**config.mk**
```make
export PLATFORM = sky130hd
export DESIGN_NAME = fetch_ctrl
export DESIGN_NICKNAME = d
export VERILOG_FILES = /design/src/rtl/fetch_pkg.sv /design/src/rtl/fetch_ctrl_branch_lut.sv /design/src/rtl/fetch_ctrl.sv
export SDC_FILE = /design/constraint.sdc
export NUM_CORES = 1
export LEC_CHECK = 0
export CAP_MARGIN = 25
export CORE_AREA = 2 2 71 66
export CTS_BUF_LIST = sky130_fd_sc_hd__clkbuf_8 sky130_fd_sc_hd__clkbuf_16
export DETAILED_ROUTE_END_ITERATION = 8
export DIE_AREA = 0 0 73 68
export GPL_ROUTABILITY_DRIVEN = 0
export GPL_TIMING_DRIVEN = 0
export PLACE_DENSITY = 0.85
export SETUP_SLACK_MARGIN = 0.3
export SYNTH_ARGS = -nofsm -noshare
export SYNTH_HDL_FRONTEND = slang
export SYNTH_SLANG_ARGS = --single-unit
```
**constraint.sdc**
```tcl
create_clock -name clk -period 1.8 [get_ports clk]
set_clock_uncertainty 0.15 [all_clocks]
set_input_delay 0.27 -clock clk [delete_from_list [all_inputs] [get_ports clk]]
set_output_delay 0.27 -clock clk [all_outputs]
set_load 0.005 [all_outputs]
```
**src/rtl/fetch_pkg.sv**
```systemverilog
// Shared types, encodings and the per-program branch-target table for the fetch stage.
package fetch_pkg;

  localparam int unsigned PC_W_DEF    = 10;
  localparam int unsigned INSTR_W_DEF = 9;
  localparam int unsigned CT_W_DEF    = 16;

  typedef enum logic [1:0] {StIdle, StRun, StDone} state_e;

  typedef enum logic [1:0] {
    CondAlways = 2'b00,
    CondEq     = 2'b01,
    CondGt     = 2'b10,
    CondLt     = 2'b11
  } branch_cond_e;

  // ALU compare flag: bit 1 set means A==B, otherwise bit 0 separates A>B from A<B.
  localparam logic [1:0] CmpGt = 2'b01;
  localparam logic [1:0] CmpLt = 2'b00;

  localparam logic [15:0] BRANCH_LUT [16] = '{
    16'h000, 16'h010, 16'h040, 16'h080, 16'h005, 16'h012, 16'h100, 16'h200,
    16'h3FF, 16'h033, 16'h0AA, 16'h155, 16'h007, 16'h00F, 16'h123, 16'h321
  };

  function automatic logic cond_true(input logic [1:0] cond, input logic [1:0] flag);
    logic res;
    unique case (cond)
      CondAlways: res = 1'b1;
      CondEq:     res = flag[1];
      CondGt:     res = (flag == CmpGt);
      default:    res = (flag == CmpLt);
    endcase
    return res;
  endfunction

endpackage

```
**src/rtl/fetch_ctrl_branch_lut.sv**
```systemverilog
// Combinational 16-entry branch-target table, truncated to the PC width.
module branch_lut
  import fetch_pkg::*;
#(
  parameter int unsigned PC_W = PC_W_DEF
) (
  input  logic [3:0]      i_idx,
  output logic [PC_W-1:0] o_target
);

  assign o_target = PC_W'(BRANCH_LUT[i_idx]);

endmodule

```
**src/rtl/fetch_ctrl.sv**
```systemverilog
// Program counter, branch resolution, start/done handshake and run-cycle counter.
module fetch_ctrl
  import fetch_pkg::*;
#(
  parameter int unsigned PC_W    = PC_W_DEF,
  parameter int unsigned INSTR_W = INSTR_W_DEF,
  parameter int unsigned CT_W    = CT_W_DEF
) (
  input  logic               clk,
  input  logic               reset,
  input  logic               start,
  input  logic               stall,
  input  logic [INSTR_W-1:0] instr_i,
  input  logic               halt_i,
  input  logic               branch_en,
  input  logic [1:0]         branch_cond,
  input  logic [3:0]         target_idx,
  input  logic [1:0]         compare_flag,
  output logic [PC_W-1:0]    prog_ctr,
  output logic [INSTR_W-1:0] instr_o,
  output logic               instr_valid,
  output logic               done,
  output logic [CT_W-1:0]    cycle_ct
);

  state_e            r_state;
  logic [PC_W-1:0]   r_prog_ctr;
  logic              r_done;
  logic [CT_W-1:0]   r_cycle_ct;
  logic [PC_W-1:0]   w_target;
  logic              w_taken;

  branch_lut #(
    .PC_W(PC_W)
  ) u_branch_lut (
    .i_idx   (target_idx),
    .o_target(w_target)
  );

  assign w_taken = branch_en && cond_true(branch_cond, compare_flag);

  always_ff @(posedge clk) begin
    if (reset) begin
      r_state    <= StIdle;
      r_prog_ctr <= '0;
      r_done     <= 1'b0;
      r_cycle_ct <= '0;
    end else begin
      unique case (r_state)
        StIdle: begin
          if (start) begin
            r_state    <= StRun;
            r_prog_ctr <= '0;
            r_cycle_ct <= '0;
          end
        end
        StRun: begin
          // Stalled cycles still count; the counter sticks at all-ones.
          if (!(&r_cycle_ct)) r_cycle_ct <= r_cycle_ct + CT_W'(1);
          if (!stall) begin
            if (halt_i) begin
              r_state <= StDone;
              r_done  <= 1'b1;
            end else if (w_taken) begin
              r_prog_ctr <= w_target;
            end else begin
              r_prog_ctr <= r_prog_ctr + PC_W'(1);
            end
          end
        end
        default: begin
          if (start) begin
            r_state    <= StRun;
            r_prog_ctr <= '0;
            r_cycle_ct <= '0;
            r_done     <= 1'b0;
          end
        end
      endcase
    end
  end

  assign prog_ctr    = r_prog_ctr;
  assign done        = r_done;
  assign cycle_ct    = r_cycle_ct;
  assign instr_o     = instr_i;
  assign instr_valid = (r_state == StRun) && !stall;

endmodule

```
==> summary.md, run 1 <==
| Metric | Value |
|---|---|
| Status | completed |
| Global routing's busiest layer | met2 |
| Yosys warns | 0 |
| Synth cell count leaders | dfxtp_1 (29), nor2_1 (25), nand2_1 (18), a21oi_1 (16) |
| Critical Path Source Type | flip-flop |
| Hold endpoint | done$_SDFFE_PP0P_ |
| Netlist Area Pre-Place | 1881 um^2 |
| Vias in the first global route | 1,959 |
| Met3 usage | 0.05449 |
| Full die area | about 5000 um^2 |
| Placed Cells incl. Taps | about 330 |
| Leading area contributor after synthesis | dfxtp_1 |
| Ys flop type | dfxtp_1 |
| CTS Hold Buffers Added | 0 |
| Number of max-slew violations in the final report | 0 |
| Sink Count | 29 |
| Sw Pwr | 425.9 uW |
| Max Cap Viol | 0 |
| Initial antenna violation count | 0 |
| R2R cell count | 5 |
| Area growth from synthesis to layout | 68.33% |
| First-pass GRT wire length | slightly below 9000 um |
| Hold path startpoint | r_state[1]$_SDFFE_PP0P_ |
| CTS clk-pin slew, worst paths | about 0.070 ns |
| Clk_lat worst skew | 0.29 ns |
| CTS Root Cell | clkbuf_8 |
| Sequential Area | 658.1 um^2 |
| Inserted Clock Buffers | 5 |
| Critical Path RT | roughly 1.8 ns |
| Pre-Repair DR Iteration Count | 5 |
| Worst r2r src | r_state[1]$_SDFFE_PP0P_ |
| Final worst-path cycle share | 0.9681 |
| Vias | 2,226 |
| DR vias/cell | ~6.0 |
| Tmin final | roughly 1.7 ns |
| Num rows | 23 |
| Ports | 60 |
| Residual DRC count | 0 |
| CP peak stage delay | about 0.40 ns |
| Combinational power share | 0.218 |
| Unrepaired setup endpoints after global routing | true |
| Synth cell types | 53 |
| Hold Path Class | reg -> reg |
| Number of synthesized flops with an enable pin | 0 |
| PwrDens | around 470 nW/um^2 |
| Yosys top cell area share | 0.3087 |
| Final hold violations | 0 |
| Slowest cell on crit path | nor3_1 |
| Asr flop ratio synth | 0 |
| GRT met2 Usage | 0.3660 |
| M1 GR Usage | 0.2884 |
| Max VDD drop | approximately 0.40 mV |
| Hold path cells | 1 |
| Post-DP HPWL | about 3600 um |
| Bufs on Longest Clock Path | 2 |
| Multi-input logic area | 1461 um^2 |
| Detail Route Antenna Nets | 0 |
| Avg WL per Cell | around 18 um |
| Largest net degree at the start of global routing | 11 |
| Post-synthesis instance total | around 230 |
| Critical path peak fanout | 5 |
| Overall power | 1.480 mW |
| Cell mode on critical path | o21ai_0 |
| Internal reg-to-reg setup slack | 0.06 ns |
| Die Y | 68 um |
| Htree depth | 2 |
| Share of cells above drive strength 1 | 0.4365 |
| Largest cells by area after synthesis | dfxtp_1 (31%), nor2_1 (5.0%), ha_1 (4.7%) |
| GRT overflow | 0 |
| Power Internal | between 1 and 1.5 mW |
| Crit Path Class | reg -> reg |
| Initial Util | 0.4386 |
| CORE AREA | ~4300 um^2 |
| Clk pwr share | 0.351 |
| Top-count cell post-synth | dfxtp_1 |
| Arrival time of the worst setup path | between 1.5 and 2 ns |
| Final WS setup | 0.05746 ns |
| Dpl ws | -0.5959 ns |
| Net Sw Frac | 0.2877 |
| Synth Register Bits | 29 |
| Routed WL | 6557 um |
| Worst-path cell chain | and2b_2 > buf_4 > nor3_1 > o21ai_0 > o21ai_0 |
| CTS tree | yes |
| Fillers | approximately 280 |
| Seq/Total Area, Yosys | 0.3087 |
| Overall routing resource usage | 0.2213 |
| Max Clock Freq | roughly 570 MHz |
| Synthesized area per cell | roughly 8.1 um^2 |
| Nets | 352 |
| Worst setup EP type | flip-flop |
| Port bufs | 49 |
| Slew margin rel. | 0.5914 |
| Final setup violation count | 0 |
| Slew @ Worst Pin | 0.6129 ns |
| Die width | approximately 73 um |
| RR Endpoint | cycle_ct[3]$_SDFFE_PP0P_ |
| Ant diodes | 0 |
| Fin Hold WS | ~0.34 ns |
| Sequential share of power | 0.432 |
| Cell Count, Final, Fillers Out | about 370 |
| Initial DRC count | approximately 190 |
| P_leak | between 1 and 1.5 nW |
| Syn Nets | between 200 and 300 |
worst max-delay path by stage:
stage                        startpoint                        end  slack (ns)  cells past startpoint
2_1_floorplan  cycle_ct[1]$_SDFFE_PP0P_  cycle_ct[14]$_SDFFE_PP0P_        0.18                      6
3_3_place_gp              target_idx[1]   prog_ctr[8]$_SDFFE_PP0P_       -0.56                      8
3_5_place_dp              target_idx[1]   prog_ctr[8]$_SDFFE_PP0P_       -0.60                      8
4_1_cts        cycle_ct[1]$_SDFFE_PP0P_  cycle_ct[14]$_SDFFE_PP0P_        0.09                      6
5_1_grt         r_state[1]$_SDFFE_PP0P_   cycle_ct[3]$_SDFFE_PP0P_       -0.04                      5
6_report        r_state[1]$_SDFFE_PP0P_   cycle_ct[3]$_SDFFE_PP0P_        0.06                      5
cells by family (layout without fill, tap and decap cells):
| group | after synthesis | in the layout | share of synthesized area |
|---|---|---|---|
| AOI/OAI and AO/OA | 57 | 57 | 0.2029 |
| xor gates and xnor gates | 6 | 6 | 0.02794 |
| adders and majority gates | 7 | 7 | 0.04657 |
| buffers and inverters | 27 | 117 | 0.07318 |
| DFF | 29 | 29 | 0.3087 |
| muxes | 11 | 11 | 0.06055 |
| and+or+nand+nor | 96 | 96 | 0.2801 |
routing by layer:
metal / up-vias / wire [um]
li1: 1035 / -
met1: 1029 / 2657
met2: 135 / 3220
met3: 27 / 482
met4: 0 / 196
met5: - / 0
power by group through the flow:
stage / Clock, mW / Combinational [mW] / Sequential, mW
finish: 0.519 / 0.322 / 0.639
global route: 0.552 / 0.343 / 0.640
CTS: 0.519 / 0.269 / 0.639
detailed placement: 0 / 0.240 / 0.673
global placement: 0 / 0.234 / 0.673
floorplan: 0 / 0.139 / 0.672
flip-flops by register name (all words and copies together) (netlist names):
signal    cells
cycle_ct     16
prog_ctr     10
r_state       2
done          1
timing repair:
item | 4_1_cts | 5_1_grt
setup buffers | 17 | 15
pin swaps | 16 | 15
setup endpoints to repair | 54 | 31
hold endpoints to repair | 0 | 0
gates resized for setup | 104 | 39
gates cloned | 1 | 0
cell type report:
cell class,count,share of cell area
multi-input combinational,177,0.4617
clock inverter,3,0.004348
tap,50,0.01976
buffer,16,0.03794
inverter,11,0.01779
timing repair buffer,82,0.2289
clock buffer,5,0.02174
sequential,29,0.2079
worst max-delay path, delay by kind of cell (launching register included):
family,cells,cell delay (ns)
buffers and inverters,1,0.15
AND/OR/NAND/NOR,2,0.67
flip-flops,1,0.38
AO/OA/AOI/OAI,2,0.30
cell usage in the layout, fill, tap and decap left out, types with 4 or more instances in the layout:
master           synthesis  layout
dfxtp_4                  0      17
a21oi_2                  0       6
o21ai_0                  7       4
clkbuf_8                 0       5
nand3_1                 10       6
o21ai_1                  2       4
nor2_1                  25      19
buf_4                    9      37
nand4_1                  6       6
buf_6                    0       7
nor2_4                   0       5
inv_1                   10       9
ha_1                     7       4
clkdlybuf4s50_1          0      15
o41ai_1                  4       4
dlygate4sd2_1            0      28
o22ai_1                  4       4
dfxtp_2                  0      11
a21oi_1                 16      10
nand2_1                 18      18
mux2i_1                  8       8
metrics by stage:
step	area [um^2]	setup TNS, ns	utilization
after floorplan	2004	0	-
after global placement	2557	-3.212	0.5964
after detailed placement	2557	-3.632	0.5964
after CTS	2897	0	0.6755
after global routing	3166	-0.06276	0.7383
final	3166	0	0.7383
Note: power is estimated with default switching activity, not from simulation.
==> inputs of run 2 (changes only) <==
--- a/config.mk
+++ b/config.mk
@@ -12,8 +12,10 @@
 export DIE_AREA = 0 0 73 68
 export GPL_ROUTABILITY_DRIVEN = 0
 export GPL_TIMING_DRIVEN = 0
+export HOLD_SLACK_MARGIN = 0.05
 export PLACE_DENSITY = 0.85
 export SETUP_SLACK_MARGIN = 0.3
 export SYNTH_ARGS = -nofsm -noshare
 export SYNTH_HDL_FRONTEND = slang
 export SYNTH_SLANG_ARGS = --single-unit
+export TNS_END_PERCENT = 100
==> results of run 2 <==
Same layout as run 1: the final DEF is identical, and so are final timing and power.
